[config.mk]
export PLATFORM = sky130hd
export DESIGN_NAME = csr_exec_unit
export DESIGN_NICKNAME = d
export VERILOG_FILES = /design/src/rtl/csr_exec_unit.sv
export SDC_FILE = /design/constraint.sdc
export NUM_CORES = 1
export LEC_CHECK = 0
export ABC_AREA = 1
export BUFFER_PORTS_ARGS = -buffer_cell sky130_fd_sc_hd__buf_2
export CAP_MARGIN = 20
export CORE_UTILIZATION = 51
export DETAILED_ROUTE_END_ITERATION = 12
export PLACE_DENSITY = 0.75
export SYNTH_ARGS = -nofsm -noshare
export SYNTH_HDL_FRONTEND = slang
export SYNTH_SLANG_ARGS = --single-unit
[constraint.sdc]
create_clock -name clk -period 7.11 [get_ports clk]
set_input_delay 0.3555 -clock clk [delete_from_list [all_inputs] [get_ports clk]]
set_output_delay 0.3555 -clock clk [all_outputs]
set_load 0.005 [all_outputs]
[src/rtl/csr_exec_unit.sv]
// csr_exec_unit: two-stage CSR execute pipe (E1 operand fetch, E2 compute and
// broadcast) feeding an in-order buffer that holds CSR writes until commit.
module csr_exec_unit #(
  parameter int DEPTH = 4,
  parameter int PHY_W = 8
) (
  input  logic             clk,
  input  logic             reset,
  input  logic [129:0]     issue_pkt,
  output logic [PHY_W-1:0] prf_raddr,
  input  logic [31:0]      prf_rdata,
  output logic             CSR_result_valid,
  output logic [PHY_W-1:0] CSR_result_dest,
  output logic [31:0]      CSR_result_data,
  output logic [31:0]      CSR_result_inst_num,
  input  logic             commit_valid,
  input  logic [31:0]      commit_inst_num,
  input  logic             flush,
  output logic             csr_wr_en,
  output logic [11:0]      csr_wr_addr,
  output logic [31:0]      csr_wr_data,
  output logic             csr_busy,
  output logic             csr_overflow
);
  localparam int PW = $clog2(DEPTH);
  localparam int CW = PW + 1;

  typedef struct packed {
    logic             valid;
    logic [PHY_W-1:0] op1;
    logic [31:0]      inst;
    logic [PHY_W-1:0] rd;
    logic [3:0]       aluop;
    logic             src2;
    logic [31:0]      csr_data;
    logic [11:0]      csr_addr;
    logic [31:0]      imm;
  } pkt_t;

  pkt_t pkt;
  assign pkt = issue_pkt;

  // vld_pipe_q[0]: E1 holds a packet; vld_pipe_q[1]: E2 result register valid
  logic [1:0]       vld_pipe_q;
  logic [31:0]      e1_inst_q, e1_csr_q;
  logic [PHY_W-1:0] e1_rd_q;
  logic [3:0]       e1_op_q;
  logic             e1_src2_q;
  logic [11:0]      e1_addr_q;
  logic [4:0]       e1_imm_q;
  logic [PHY_W-1:0] raddr_q;
  logic [PHY_W-1:0] res_dest_q;
  logic [31:0]      res_data_q, res_inst_q;
  logic             ovf_q;

  logic [31:0]      fifo_inst [DEPTH];
  logic [11:0]      fifo_addr [DEPTH];
  logic [31:0]      fifo_data [DEPTH];
  logic [PW-1:0]    head_q, tail_q;
  logic [CW-1:0]    cnt_q;
  logic             wr_en_q;
  logic [11:0]      wr_addr_q;
  logic [31:0]      wr_data_q;

  logic             accept, enq, deq, do_wr;
  logic [31:0]      src, new_val;
  logic [CW:0]      occ;
  logic             unused_imm;

  // only the low five immediate bits form a CSR zimm operand
  assign unused_imm = ^pkt.imm[31:5];

  // Occupancy counts the result register too; that entry has already been
  // enqueued, so busy is slightly conservative but never lets the buffer overrun.
  assign occ      = {1'b0, cnt_q} + (CW+1)'(vld_pipe_q[0]) + (CW+1)'(vld_pipe_q[1]);
  assign csr_busy = occ >= (CW+1)'(DEPTH);
  assign accept   = pkt.valid & ~csr_busy & ~flush;

  // E2: operand select and new CSR value / write-enable decode
  always_comb begin
    src     = e1_src2_q ? {27'b0, e1_imm_q} : prf_rdata;
    new_val = src;
    do_wr   = 1'b0;
    case (e1_op_q)
      4'd0:    begin new_val = src;             do_wr = 1'b1; end
      4'd1:    begin new_val = e1_csr_q | src;  do_wr = |src; end
      4'd2:    begin new_val = e1_csr_q & ~src; do_wr = |src; end
      default: begin new_val = src;             do_wr = 1'b0; end
    endcase
  end

  assign enq = vld_pipe_q[0] & do_wr & ~flush;
  assign deq = commit_valid & ~flush & (cnt_q != '0) &
               (fifo_inst[head_q] == commit_inst_num);

  // E1 latch, E2 result register and sticky overflow
  always_ff @(posedge clk or posedge reset) begin
    if (reset) begin
      vld_pipe_q <= '0;
      e1_inst_q  <= '0;
      e1_csr_q   <= '0;
      e1_rd_q    <= '0;
      e1_op_q    <= '0;
      e1_src2_q  <= 1'b0;
      e1_addr_q  <= '0;
      e1_imm_q   <= '0;
      raddr_q    <= '0;
      res_dest_q <= '0;
      res_data_q <= '0;
      res_inst_q <= '0;
      ovf_q      <= 1'b0;
    end else begin
      vld_pipe_q <= {vld_pipe_q[0] & ~flush, accept};
      if (accept) begin
        e1_inst_q <= pkt.inst;
        e1_csr_q  <= pkt.csr_data;
        e1_rd_q   <= pkt.rd;
        e1_op_q   <= pkt.aluop;
        e1_src2_q <= pkt.src2;
        e1_addr_q <= pkt.csr_addr;
        e1_imm_q  <= pkt.imm[4:0];
        raddr_q   <= pkt.op1;
      end
      if (vld_pipe_q[0] & ~flush) begin
        res_dest_q <= e1_rd_q;
        res_data_q <= e1_csr_q;
        res_inst_q <= e1_inst_q;
      end
      if (pkt.valid & csr_busy) ovf_q <= 1'b1;
    end
  end

  // pending-write buffer pointers, count and architectural write port
  always_ff @(posedge clk or posedge reset) begin
    if (reset) begin
      head_q    <= '0;
      tail_q    <= '0;
      cnt_q     <= '0;
      wr_en_q   <= 1'b0;
      wr_addr_q <= '0;
      wr_data_q <= '0;
    end else begin
      wr_en_q <= deq;
      if (flush) begin
        head_q <= '0;
        tail_q <= '0;
        cnt_q  <= '0;
      end else begin
        if (enq) tail_q <= tail_q + PW'(1);
        if (deq) begin
          head_q    <= head_q + PW'(1);
          wr_addr_q <= fifo_addr[head_q];
          wr_data_q <= fifo_data[head_q];
        end
        cnt_q <= cnt_q + CW'(enq) - CW'(deq);
      end
    end
  end

  // buffer storage; contents are meaningless outside [head, head+count)
  always_ff @(posedge clk) begin
    if (enq) begin
      fifo_inst[tail_q] <= e1_inst_q;
      fifo_addr[tail_q] <= e1_addr_q;
      fifo_data[tail_q] <= new_val;
    end
  end

  assign prf_raddr           = raddr_q;
  assign CSR_result_valid    = vld_pipe_q[1];
  assign CSR_result_dest     = res_dest_q;
  assign CSR_result_data     = res_data_q;
  assign CSR_result_inst_num = res_inst_q;
  assign csr_wr_en           = wr_en_q;
  assign csr_wr_addr         = wr_addr_q;
  assign csr_wr_data         = wr_data_q;
  assign csr_overflow        = ovf_q;
endmodule

* Word level (Yosys, flattened, before mapping)
Memory sizes are Yosys's and may differ from the RTL's. A register that Yosys moved wholly into a read port is not among the register bits. Index checks and enable logic that the tools add are counted.
Cells by class: add/sub/neg operators 6, multiply operators 0, divide/modulo/power cells 0, magnitude comparators 1, eq/ne operators 3, shift-type cells 0, muxes and demuxes 10, bitwise operators 14, reduce and logical (&&, ||, !) cells 7
Operator list (count):
- one-hot mux 32 bit (2 select lines) | 1
- bitwise AND 32 bit | 1
- equality test 32 bit | 1
- 2-to-1 mux 32 bit | 1
- inverter 32 bit | 1
- bitwise OR 32 bit | 1
- OR reduction 32 bit | 1
- bitwise AND 1 bit | 9
- 2-to-1 mux 2 bit | 4
- adder 2 x 1 -> 2 bit (second input constant) | 2
- adder 3 x 1 -> 4 bit | 1
- adder 4 x 1 -> 4 bit | 1
- equality test 4 x 1 -> 1 bit (second input constant) | 1
- equality test 4 x 2 -> 1 bit (second input constant) | 1
- >= comparator 4 x 3 -> 1 bit (second input constant) | 1
- logical NOT 4 bit | 1
- nonzero test 2 bit | 2
- adder 3 x 1 -> 3 bit | 1
- 2-to-1 mux 3 bit | 1
- nonzero test 3 bit | 1
- subtractor 3 x 1 -> 3 bit | 1
- 2-to-1 mux 1 bit | 2
- inverter 1 bit | 2
- one-hot mux 1 bit (2 select lines) | 1
- 2 further kinds | 2
Storage, ports and cells: register bits after elaboration 185, bits in latches 0, RAM bits 304, bits in read-only memories 0, memories 3
Memory list:
- fifo_data | words 4, width 32, rd ports 1, clocked after memory_dff 1, write ports 1, line 58 | logic [31:0] fifo_data [DEPTH];
- fifo_inst | words 4, width 32, rd ports 1, clocked after memory_dff 0, write ports 1, line 56 | logic [31:0] fifo_inst [DEPTH];
- fifo_addr | words 4, width 12, rd ports 1, clocked after memory_dff 1, write ports 1, line 57 | logic [11:0] fifo_addr [DEPTH];

* Logic depth before layout (Yosys ltp)
depth after elaboration 8, depth in mapped cells 21, depth with buffers taken out 19

* Worst setup path before layout
Ideal clock, no wire load.
path type register to register, start register e1_src2_q, end memory fifo_addr[0][0], enable pin, library setup time 511 ps, arrival time 4691 ps, required time 6599 ps, setup slack 1908 ps, stages on the path, launching flop included 12, buffers on the path 2, period minus slack after synthesis 5202 ps, cell sequence dfrtp_1 -> inv_1 -> clkbuf_1 -> buf_1 -> o21ai_0 -> nand4_1 -> nor2_1 -> nand3_1 -> nand2_1 -> nand2_1 -> nand2_1 -> nor2_1
On the way: word-level cells in the longest chain between the ends 7
RTL lines:
- start, declared | line 48 | logic e1_src2_q;
- start signal, assigned | line 119 | e1_src2_q <= pkt.src2;
- 2-to-1 mux 32 bit | line 81 | src = e1_src2_q ? {27'b0, e1_imm_q} : prf_rdata;
- OR reduction 32 bit | line 86, 87
- one-hot mux 1 bit (2 select lines) | line 84 | case (e1_op_q)
- bitwise AND 1 bit (2 in series) | line 92 | assign enq = vld_pipe_q[0] & do_wr & ~flush;
- 2-to-1 mux 1 bit | line 162 | if (enq) begin
- 2-to-1 mux 1 bit (not written as such) | line 164 | fifo_addr[tail_q] <= e1_addr_q;
- end, declared | line 57
No other way between the ends.

* Worst setup path after layout
start register head_q[0], end register cnt_q[2]
On the way: word-level cells in the longest chain between the ends 5
RTL lines:
- start, declared | line 59 | logic [PW-1:0] head_q, tail_q;
- start signal, assigned | line 151 | head_q <= head_q + PW'(1);
- memory (4 x 32 bit)
- equality test 32 bit | line 94 | (fifo_inst[head_q] == commit_inst_num);
- bitwise AND 1 bit | line 93 | assign deq = commit_valid & ~flush & (cnt_q != '0) &
- subtractor 3 x 1 -> 3 bit | line 155 | cnt_q <= cnt_q + CW'(enq) - CW'(deq);
- 2-to-1 mux 3 bit | line 144 | if (flush) begin
- end signal, assigned | line 155
- end, declared | line 60 | logic [CW-1:0] cnt_q;
No other way between the ends. A chain may end at the register's enable or synchronous reset.

==> summary.md <==
| Metric | Value |
|---|---|
| Status | finished clean |
| Die Height | approximately 210 um |
| Root buffer cell | clkbuf_16 |
| Crit path buf inv count | 3 |
| GRT Total Usage | 25.88% |
| Post-CTS Setup Inserts | 0 |
| Final instance count without filler cells | ~3000 |
| Largest net degree at the start of global routing | about 120 |
| Tcrit/Tclk final | approximately 66% |
| Worst Setup Start Kind | flop |
| CP max stage cell | dfrtp_4 |
| Synth top area share | between 40% and 50% |
| Clock power share | between 40% and 50% |
| #FFs+latches synth | approximately 530 |
| CP Capture Type | flop |
| Minimum clock period | 4.668 ns |
| Worst path max stage delay | 1.04 ns |
| Grt total ovfl | 0 |
| Initial antenna violation count | 8 |
| Starting density of the core | 52.01% |
| Hold/Removal Path Class | input port to flop |
| Placer Congestion | around 0.9 |
| Wire per inst | between 15 and 20 um |
| Most frequent CP cell | nand2_1 |
| Hold Startpoint | issue_pkt[40] |
| Internal power | 5432 uW |
| Warnings from Yosys | 0 |
| Sequence of cells on the critical path | inv_4, nand2_1, nand3_1, nand3b_1, nand2_1, nor2_1, nand2_1, nor2_1, nand3_2, nor2_8, ha_1, inv_1, ha_1, inv_1, fa_1, o21ai_0, a21oi_1 |
| Vias in the first global route | ~16000 |
| Area of the mapped netlist | between 0.02 and 0.025 sq mm |
| Dominant cells by area after synthesis | edfxtp_1, dfrtp_1, nand2_1 |
| Leading register cell type out of synthesis | edfxtp_1 |
| CP required | about 7.6 ns |
| CTS tree | done |
| Critical path origin | head_q[0] |
| DIE WIDTH | between 200 and 250 um |
| Cell Pwr Density | ~270 mW/mm^2 |
| Worst slew pin tran | roughly 1.0 ns |
| Count leader, synth | nand2_1 |
| Total number of vias | ~16000 |
| Max FO, Critical Path | 90 |
| RSZ-0062 raised after global routing | no |
| Top-Level Pins | roughly 330 |
| Leakage | about 0.012 uW |
| Worst path top cell family by delay | simple AND/OR/NAND/NOR gates |
| Dpl cell area | 0.02378 sq mm |
| Synth cell count leaders | nand2_1, edfxtp_1, o21ai_0 |
| Maxcap violations | 0 |
| Area grow syn2layout | 21.41% |
| Synth cell types | 34 |
| H-tree depth | 2 |
| Clock Latency Late Sink | roughly 0.6 ns |
| Post-route cell area | between 0.02 and 0.03 sq mm |
| Slew headroom | about 33% |
| HPWL Detailed | roughly 35 mm |
| P_sw | 1674 uW |
| Layout cells sized above 1 | ~17% |
| Power share of the combinational group | under 10% |
| Placed cells | around 2900 |
| Post-CTS sizing | 0 |
| DRT iter0 DRCs | around 1600 |
| Setup TNS | 0 ns |
| Global-route wire length before repair | 87.06 mm |
| Drt first pass iters | 6 |
| Register area share after synthesis | approximately two thirds |
| Fmax | around 0.21 GHz |
| Max Slew Vio Count | 0 |
| Setup CP Type | flop to flop |
| Die area | roughly 0.044 sq mm |
| Reg-to-Reg Start | head_q[0] |
| Antenna Nets Post-Route | 0 |
| Syn avg cell area | 10.43 sq um |
| Cell Rows | 75 |
| Setup violators final | 0 |
| Worst IR Drop VDD | ~0.23 mV |
| Cells after synthesis | between 2000 and 2500 |
| Crit path DAT | a little over 5 ns |
| Clock transition at path regs | about 0.060 ns |
| Sw Ratio | 23.55% |
| Mapped Nets | about 2300 |
| Asr flop ratio synth | between 40% and 50% |
| CTS Buf Count | 54 |
| Core box area | approximately 0.042 sq mm |
| Nets | approximately 2700 |
| # DRC | 0 |
| Seq pwr share | about 52% |
| Vias per Instance | between 5 and 6 |
| Clk_skew | between 0.02 and 0.025 ns |
| Pwr Total | 7106 uW |
| Post-synth top area cell | edfxtp_1 |
| Hold_buf cts | 103 |
| Input/output buffers | about 300 |
| EDFF count, synth | between 300 and 400 |
| Clock sinks | between 500 and 600 |
| Hold Fails Final Rpt | 0 |
| Overall routed net length | about 56 mm |
| Clock Tree Buf Depth | 3 |
==> sequential cells by signal, summed over array words and instances, names as in the netlist, 32 cells and up <==
name	count
e1_csr_q	32
e1_inst_q	32
csr_wr_data	32
fifo_inst	128
CSR_result_inst_num	32
fifo_data	128
fifo_addr	48
CSR_result_data	32
==> area by class of cell <==
cell class	instances	area, sq um
Multi-Input combinational cell	1266	5846
Timing Repair Buffer	419	2658
Antenna cell	6	15.01
Sequential cell	533	14860
Fill cell	3110	15520
Clock buffer	78	1575
Inverter	201	767.0
Tap cell	539	674.4
Clock inverter	20	210.2
==> power by group through the flow <==
stage	Clock [uW]	Sequential, uW	Combinational, uW
finish	2840	3660	605
detailed placement	0	3710	547
floorplan	0	3670	282
global placement	0	3700	530
global route	3000	3680	677
CTS	2880	3650	594
==> worst paths after layout <==
check | endpoint | slack [ns] | cells past startpoint
worst min-delay path | e1_addr_q[8] | 0.04 | 2
worst max-delay path | cnt_q[2] | 2.44 | 17
worst max register to register | cnt_q[2] | 2.44 | 17
max in group asynchronous | head_q[0] | 5.26 | 4
worst min register to register | csr_wr_data[25] | 0.47 | 2
min in group asynchronous | CSR_result_inst_num[13] | 0.47 | 3
==> placed cells by master, fill, tap and decap left out, types with 44 or more instances in the layout <==
cell type,n
nor2_1,162
dlygate4sd3_1,103
nand3_1,121
nand2_1,572
o22ai_1,44
edfxtp_1,304
o21ai_0,277
buf_2,298
inv_1,195
dfrtp_1,227
clkbuf_16,57
==> per-layer routing <==
layer | up-vias | global-route usage, % | part of all wire (%)
li1 | 7728 | - | -
met1 | 7774 | 35.70 | 43
met2 | 630 | 41.22 | 46
met3 | 102 | 5.402 | 8.5
met4 | 4 | 8.545 | 2.5
met5 | - | 0 | 0.039
==> stage by stage <==
stage / hold slack [ns] / setup slack (ns) / utilization [%]
floorplan: 0.4207 / 0.4783 / -
global placement: 0.4325 / 2.552 / 56.43
detailed placement: 0.4540 / 2.462 / 56.43
CTS: 0.009536 / 2.434 / 63.12
global route: 0.01764 / 2.061 / 63.15
finish: 0.03804 / 2.442 / 63.15
==> cells by family (layout without fill, tap and decap cells) <==
group           after synthesis  count (layout)  share of synthesized area [%]
compound gates              337             337                          7.970
xor+xnor                      3               3                         0.1199
fa+ha+maj                     9               9                         0.5481
buf+inv                     302             718                          5.720
flops                       533             533                          67.80
mux                          27              27                          1.382
other cells                   0               6                              0
simple gates                890             890                          16.46
No activity file was read; power rests on OpenSTA's default activity.
